`src/rtl/trap_control.sv`:
```
// Machine-mode trap sequencer: owns the M-mode trap CSRs, flushes trapping/mret instructions
// and holds a PC redirect to fetch until accepted. Optional vectored mtvec via TRAP_VECTORED_EN.
module trap_control #(
  parameter logic [31:0] MTVEC_RESET = 32'h0000_0000
) (
  input  logic        clk,
  input  logic        rst_n,
  input  logic        valid,
  input  logic [31:0] pc,
  input  logic [31:0] ins,
  input  logic        ins_illegal,
  input  logic        ecall,
  input  logic        ebreak,
  input  logic        trap_return,
  input  logic        irq_ext,
  input  logic        csr_wen,
  input  logic [11:0] csr_waddr,
  input  logic [31:0] csr_wdata,
  input  logic [11:0] csr_raddr,
  output logic [31:0] csr_rdata,
  output logic        csr_hit,
  output logic        flush,
  output logic        stall,
  output logic        redirect_valid,
  output logic [31:0] redirect_pc,
  input  logic        redirect_ready
);

  localparam logic [11:0] ADDR_MSTATUS = 12'h300;
  localparam logic [11:0] ADDR_MIE     = 12'h304;
  localparam logic [11:0] ADDR_MTVEC   = 12'h305;
  localparam logic [11:0] ADDR_MEPC    = 12'h341;
  localparam logic [11:0] ADDR_MCAUSE  = 12'h342;
  localparam logic [11:0] ADDR_MTVAL   = 12'h343;
  localparam logic [11:0] ADDR_MIP     = 12'h344;

  localparam logic [31:0] CAUSE_IRQ     = 32'h8000_000B;
  localparam logic [31:0] CAUSE_ILLEGAL = 32'd2;
  localparam logic [31:0] CAUSE_EBREAK  = 32'd3;
  localparam logic [31:0] CAUSE_ECALL   = 32'd11;

  typedef enum logic {
    IDLE     = 1'b0,
    REDIRECT = 1'b1
  } state_t;

  state_t      state, state_next;
  logic        mstatus_mie, mstatus_mpie, mie_meie;
  logic [31:0] mtvec, mepc, mcause, mtval, target;

  logic        irq_pending, trap_take, mret_take;
  logic [31:0] trap_cause, trap_tval, mtvec_base, trap_target, next_target;

  // Redirect handshake: redirect_valid rises the cycle after the event and redirect_pc
  // stays constant until the cycle where redirect_valid & redirect_ready are both high.
  always_comb begin
    irq_pending = irq_ext & mstatus_mie & mie_meie;
    trap_take   = 1'b0;
    mret_take   = 1'b0;
    trap_cause  = '0;
    trap_tval   = '0;
    state_next  = state;
    if (state == IDLE && valid) begin
      if (irq_pending) begin
        trap_take  = 1'b1;
        trap_cause = CAUSE_IRQ;
      end else if (ins_illegal) begin
        trap_take  = 1'b1;
        trap_cause = CAUSE_ILLEGAL;
        trap_tval  = ins;
      end else if (ebreak) begin
        trap_take  = 1'b1;
        trap_cause = CAUSE_EBREAK;
        trap_tval  = pc;
      end else if (ecall) begin
        trap_take  = 1'b1;
        trap_cause = CAUSE_ECALL;
      end
      mret_take = trap_return & ~trap_take;
    end
    if (trap_take || mret_take) state_next = REDIRECT;
    if (state == REDIRECT && redirect_ready) state_next = IDLE;
    flush = trap_take | mret_take;
  end

  always_comb begin
    mtvec_base  = mtvec & 32'hFFFF_FFFC;
    trap_target = mtvec_base;
`ifdef TRAP_VECTORED_EN
    // Interrupts have top priority, so a taken irq is the only cause with bit 31 set.
    if (mtvec[1:0] == 2'b01 && trap_cause[31])
      trap_target = mtvec_base + {trap_cause[29:0], 2'b00};
`endif
    next_target = trap_take ? trap_target : mepc;
  end

  always_ff @(posedge clk) begin
    if (!rst_n) begin
      state        <= IDLE;
      mstatus_mie  <= 1'b0;
      mstatus_mpie <= 1'b0;
      mie_meie     <= 1'b0;
      mtvec        <= MTVEC_RESET & 32'hFFFF_FFFC;
      mepc         <= '0;
      mcause       <= '0;
      mtval        <= '0;
      target       <= '0;
    end else begin
      state <= state_next;
      if (flush) target <= next_target;
      if (trap_take) begin
        mepc         <= pc & 32'hFFFF_FFFC;
        mcause       <= trap_cause;
        mtval        <= trap_tval;
        mstatus_mpie <= mstatus_mie;
        mstatus_mie  <= 1'b0;
      end else if (mret_take) begin
        mstatus_mie  <= mstatus_mpie;
        mstatus_mpie <= 1'b1;
      end else if (csr_wen && state == IDLE) begin
        case (csr_waddr)
          ADDR_MSTATUS: begin
            mstatus_mie  <= csr_wdata[3];
            mstatus_mpie <= csr_wdata[7];
          end
          ADDR_MIE:    mie_meie <= csr_wdata[11];
`ifdef TRAP_VECTORED_EN
          ADDR_MTVEC:  mtvec    <= csr_wdata;
`else
          ADDR_MTVEC:  mtvec    <= csr_wdata & 32'hFFFF_FFFC;
`endif
          ADDR_MEPC:   mepc     <= csr_wdata & 32'hFFFF_FFFC;
          ADDR_MCAUSE: mcause   <= csr_wdata;
          ADDR_MTVAL:  mtval    <= csr_wdata;
          default: ;
        endcase
      end
    end
  end

  assign stall          = (state == REDIRECT);
  assign redirect_valid = (state == REDIRECT);
  assign redirect_pc    = target;

  always_comb begin
    csr_rdata = '0;
    csr_hit   = 1'b1;
    case (csr_raddr)
      ADDR_MSTATUS: begin
        csr_rdata[12:11] = 2'b11;
        csr_rdata[7]     = mstatus_mpie;
        csr_rdata[3]     = mstatus_mie;
      end
      ADDR_MIE:    csr_rdata[11] = mie_meie;
      ADDR_MTVEC:  csr_rdata     = mtvec;
      ADDR_MEPC:   csr_rdata     = mepc;
      ADDR_MCAUSE: csr_rdata     = mcause;
      ADDR_MTVAL:  csr_rdata     = mtval;
      ADDR_MIP:    csr_rdata[11] = irq_ext;
      default:     csr_hit       = 1'b0;
    endcase
  end

endmodule

```
`config.mk`:
```
export PLATFORM = sky130hd
export DESIGN_NAME = trap_control
export DESIGN_NICKNAME = d
export VERILOG_FILES = /design/src/rtl/trap_control.sv
export SDC_FILE = /design/constraint.sdc
export NUM_CORES = 1
export LEC_CHECK = 0
export ABC_CLOCK_PERIOD_IN_PS = 2400
export BUFFER_PORTS_ARGS = -buffer_cell sky130_fd_sc_hd__buf_2
export CAP_MARGIN = 20
export CORE_MARGIN = 2
export CORE_UTILIZATION = 28
export CTS_CLUSTER_SIZE = 16
export DETAILED_ROUTE_END_ITERATION = 8
export GPL_TIMING_DRIVEN = 0
export SLEW_MARGIN = 10
export SYNTH_ARGS = -nofsm -noshare
export SYNTH_HDL_FRONTEND = slang
export SYNTH_SLANG_ARGS = --single-unit
```
`constraint.sdc`:
```
create_clock -name clk -period 2.4 [get_ports clk]
set_input_delay 0.48 -clock clk [delete_from_list [all_inputs] [get_ports clk]]
set_output_delay 0.48 -clock clk [all_outputs]
set_load 0.02 [all_outputs]
```
==> results.md <==
- Outcome: complete, but fails checks
- Failing checks: setup timing
- Number of global-route vias before repair: roughly 10000
- Final Slew Violations: 0
- Fmax: about 0.36 GHz
- Internal power: approximately 4.6 mW
- Core Rows: 64
- Sw frac: a little under a third
- Peak VDD IR: a little over 0.5 mV
- TritonCTS Buffers: 17
- Slew Limit Headroom: a little under two fifths
- Via count: ~10000
- Startpoint types: input port
- Synth Area in Compound Gates: 32.60%
- Adder-cell area share of the yosys netlist: 0%
- Cell breakdown of the critical path: buf_6 > or4b_4 > or3_4 > buf_8 > buf_4 > nor2_1 > a221o_1 > buf_6
- Sink Count: between 150 and 200
- Dpl hpwl: roughly 31 mm
- Worst path buffer plus inverter count: 4
- Setup slack, reg-to-reg: about 0.05 ns
- Die X-Extent: 180.4 um
- Final min period: 2.758 ns
- Setup_tns: -9.280 ns
- Port Buffer Count: ~190
- Post-synthesis cell type count: 58
- Placed insts: roughly 1700
- Largest stage delay on the critical path: ~0.56 ns
- Routed length on met3: approximately 4.6 mm
- Initial core utilization: around 28%
- H-tree Lvls: 4
- Post-synth EDFFs: 0
- 1st-iter DRT viols: about 1500
- Final hold slack: ~0.32 ns
- Worst R2R Path Depth: 5
- Syn Inst Count: ~1100
- DR WL/cell: approximately 24 um
- Worst Hold Class: in2reg
- XOR/XNOR Fraction of Synth Area: 0%
- Top-area cell type share of the netlist area: about 36%
- Actual slew at the worst max-slew pin: 0.9208 ns
- Post-Syn Area: between 8000 and 9000 um2
- Die height: 180.4 um
- WL met1: between 15 and 20 mm
- Multi-input logic area: just over 5000 um2
- Register area: 3164 um2
- # setup viols final: 33
- Simple-Gate Fraction of Synth Area: roughly a fifth
- Setup WS pre-CTS: -0.6388 ns
- Cts hold-fix bufs: 0
- Root buf cell: clkbuf_16
- Post-Syn Area per Cell: between 8 and 9 um2
- Register area share after synthesis: a little over a third
- Post-route ant nets: 0
- Maximum clock path buffer count: 2
- CP arrival: 2.28 ns
- Uppermost layer routed: met4
- Critical register-to-register path endpoint: mcause[15]
- Final Hold Fails: 0
- DR DRC count: 0
- Count leader, synth: dfxtp_1
- Final nets: around 1400
- P per Cell Area: roughly 590 nW/um2
- CTS tree: built
- Clock transition at path regs: 0.07 ns
- Clock Skews: ~0.012 ns
- Crit path top cell by count: buf_6
- Clk network pwr share: roughly two fifths
- Portion of netlist area occupied by mux cells: 3.907%
- Worst R2R Start: mie_meie
- WL met2: between 15 and 20 mm
- Comb power frac: about 17%
- Synth top area cells: dfxtp_1 36%, o21ai_0 6.9%, a211oi_1 5.9%
- Die area: around 33000 um2
- DR vias/cell: 6.105
- Pleak: just over 4 nW
- Worst-Skew Late Latency: around 0.44 ns
- WHS Path Cells: 3
- Core Region: between 30000 and 40000 um2
- Main combinational cell family by area after synthesis: compound AO/OA/AOI/OAI gates
- Global-route wire length before repair: 61.30 mm
- Post-synth top cells: 158 x dfxtp_1, 120 x o21ai_0, 100 x clkbuf_1
- Slowest cell on crit path: or4b_4
- Layout Cells excl Fill: between 1500 and 2000
- Max Cap Viol: 0
- Initial antenna violation count: 3
- Crit Path Max Fanout: 9
- Setup crit end kind: output port
- Power Total: roughly 6.8 mW
- Hold path start: redirect_ready
- Async set-reset flop share out of synthesis: 0%
- FILL cells: approximately 3300
- Layout area overhead: 30.77%
- Layout cell share with drive strength beyond 1: between 20 and 25%
- Warnings from Yosys: 0
- Fin crit share: 114.9%
- WL final: about 42 mm
- Reg power frac: between 40% and 50%
- Io pins: between 150 and 200
- Cell family with the largest share of critical-path delay: simple AND/OR/NAND/NOR gates
- Number of synthesized register bits: ~160
- First-pass DRT Iterations: 5
- Main synth FF type: dfxtp_1
- Largest net degree at the start of global routing: 17
- Endpoint, Worst Hold: redirect_valid
- CP required: between 1.5 and 2 ns
- Remaining Overflow, GRT: 0
- GRT Total Usage: roughly a quarter
- GPL Wtd Cong: 0.9372
- RSZ-0062 raised after global routing: true
- Switching pwr: ~2.1 mW
- Final worst-path setup slack: -0.3579 ns
- Post-synth top area cell: dfxtp_1
- CP Class: in2out
[flip-flops by register name, summed over array words and instances (netlist names)]
name	cells
mcause	32
mtval	32
mepc	30
mtvec	30
redirect_pc	30
mie_meie	1
mstatus_mie	1
mstatus_mpie	1
redirect_valid	1
[routing by layer]
metal  global-route usage (%)  vias up
met4                    10.06        0
met2                    37.51      711
met5                        0        -
met3                    4.810       98
li1                         -     4623
met1                    34.21     4995
[worst min-delay path: stages]
cell      delay, ns
buf_2          0.07
nand2b_1       0.10
a21oi_1        0.07
[cell usage in the layout, fill, tap and decap left out, types with 3 or more instances in the layout]
master,n
a211oi_1,65
a211oi_2,3
a21oi_1,93
a221o_1,28
a22o_1,32
a311oi_1,32
and2_1,3
and4_1,3
buf_12,3
buf_2,180
buf_4,18
buf_6,38
buf_8,3
clkbuf_1,89
clkbuf_16,18
clkbuf_2,6
dfxtp_1,157
diode_2,3
inv_1,3
inv_6,6
mux2i_1,34
nand2_1,37
nand2b_1,4
nand3_1,64
nand3b_1,3
nand4_1,32
nand4b_1,32
nor2_1,60
nor2_2,3
nor2_4,4
nor2b_1,4
nor4_1,31
nor4bb_2,3
o21ai_0,120
o21ai_1,3
o31ai_1,31
or3_1,5
[power by group through the flow]
stage               sequential [mW]  combinational [mW]  clock [mW]
CTS                            2.86                1.12        2.74
detailed placement             2.92                1.09           0
global placement               2.91                1.09           0
finish                         2.86                1.16        2.74
floorplan                      2.93               0.579           0
global route                   2.87                1.23        2.87
[what timing repair did]
item	CTS	global route
setup endpoints to repair	116	60
cloned	1	1
endpoints found under the hold margin	0	0
buffers inserted	7	4
gates resized for setup	102	47
pin swaps	13	15
[kinds of logic (layout without fill, tap and decap cells)]
group                  Yosys count  in the layout
AO/OA/AOI/OAI                  426            426
buffers and inverters          142            379
flip-flops                     158            158
other                            1              5
multiplexers                    34             34
AND/OR/NAND/NOR                310            310
[per-stage QoR]
stage	util, %	area (um2)
floorplan	-	8731
global placement	33.34	10200
detailed placement	33.40	10220
CTS	36.61	11200
global route	37.21	11380
finish	37.23	11390
[area by class of cell]
type,count,share of cell area (%)
diodes,3,0.06591
plain buffers,135,6.009
clock buffers,18,3.768
clock inverters,14,1.318
inverters,4,0.1318
multi-input cells,772,44.80
flip-flops and latches,158,27.78
well taps,396,4.350
repair buffers,208,11.78
[how the worst max path moves through the flow]
stage | start | to | cells after the start
final | csr_raddr[5] | csr_rdata[28] | 8
after global routing | csr_raddr[5] | csr_rdata[27] | 8
after CTS | csr_raddr[3] | csr_rdata[3] | 9
after detailed placement | csr_raddr[2] | csr_rdata[12] | 8
after global placement | csr_raddr[3] | csr_rdata[12] | 6
after floorplan | csr_raddr[3] | csr_rdata[10] | 7
Note: power is estimated with default switching activity, not from simulation.
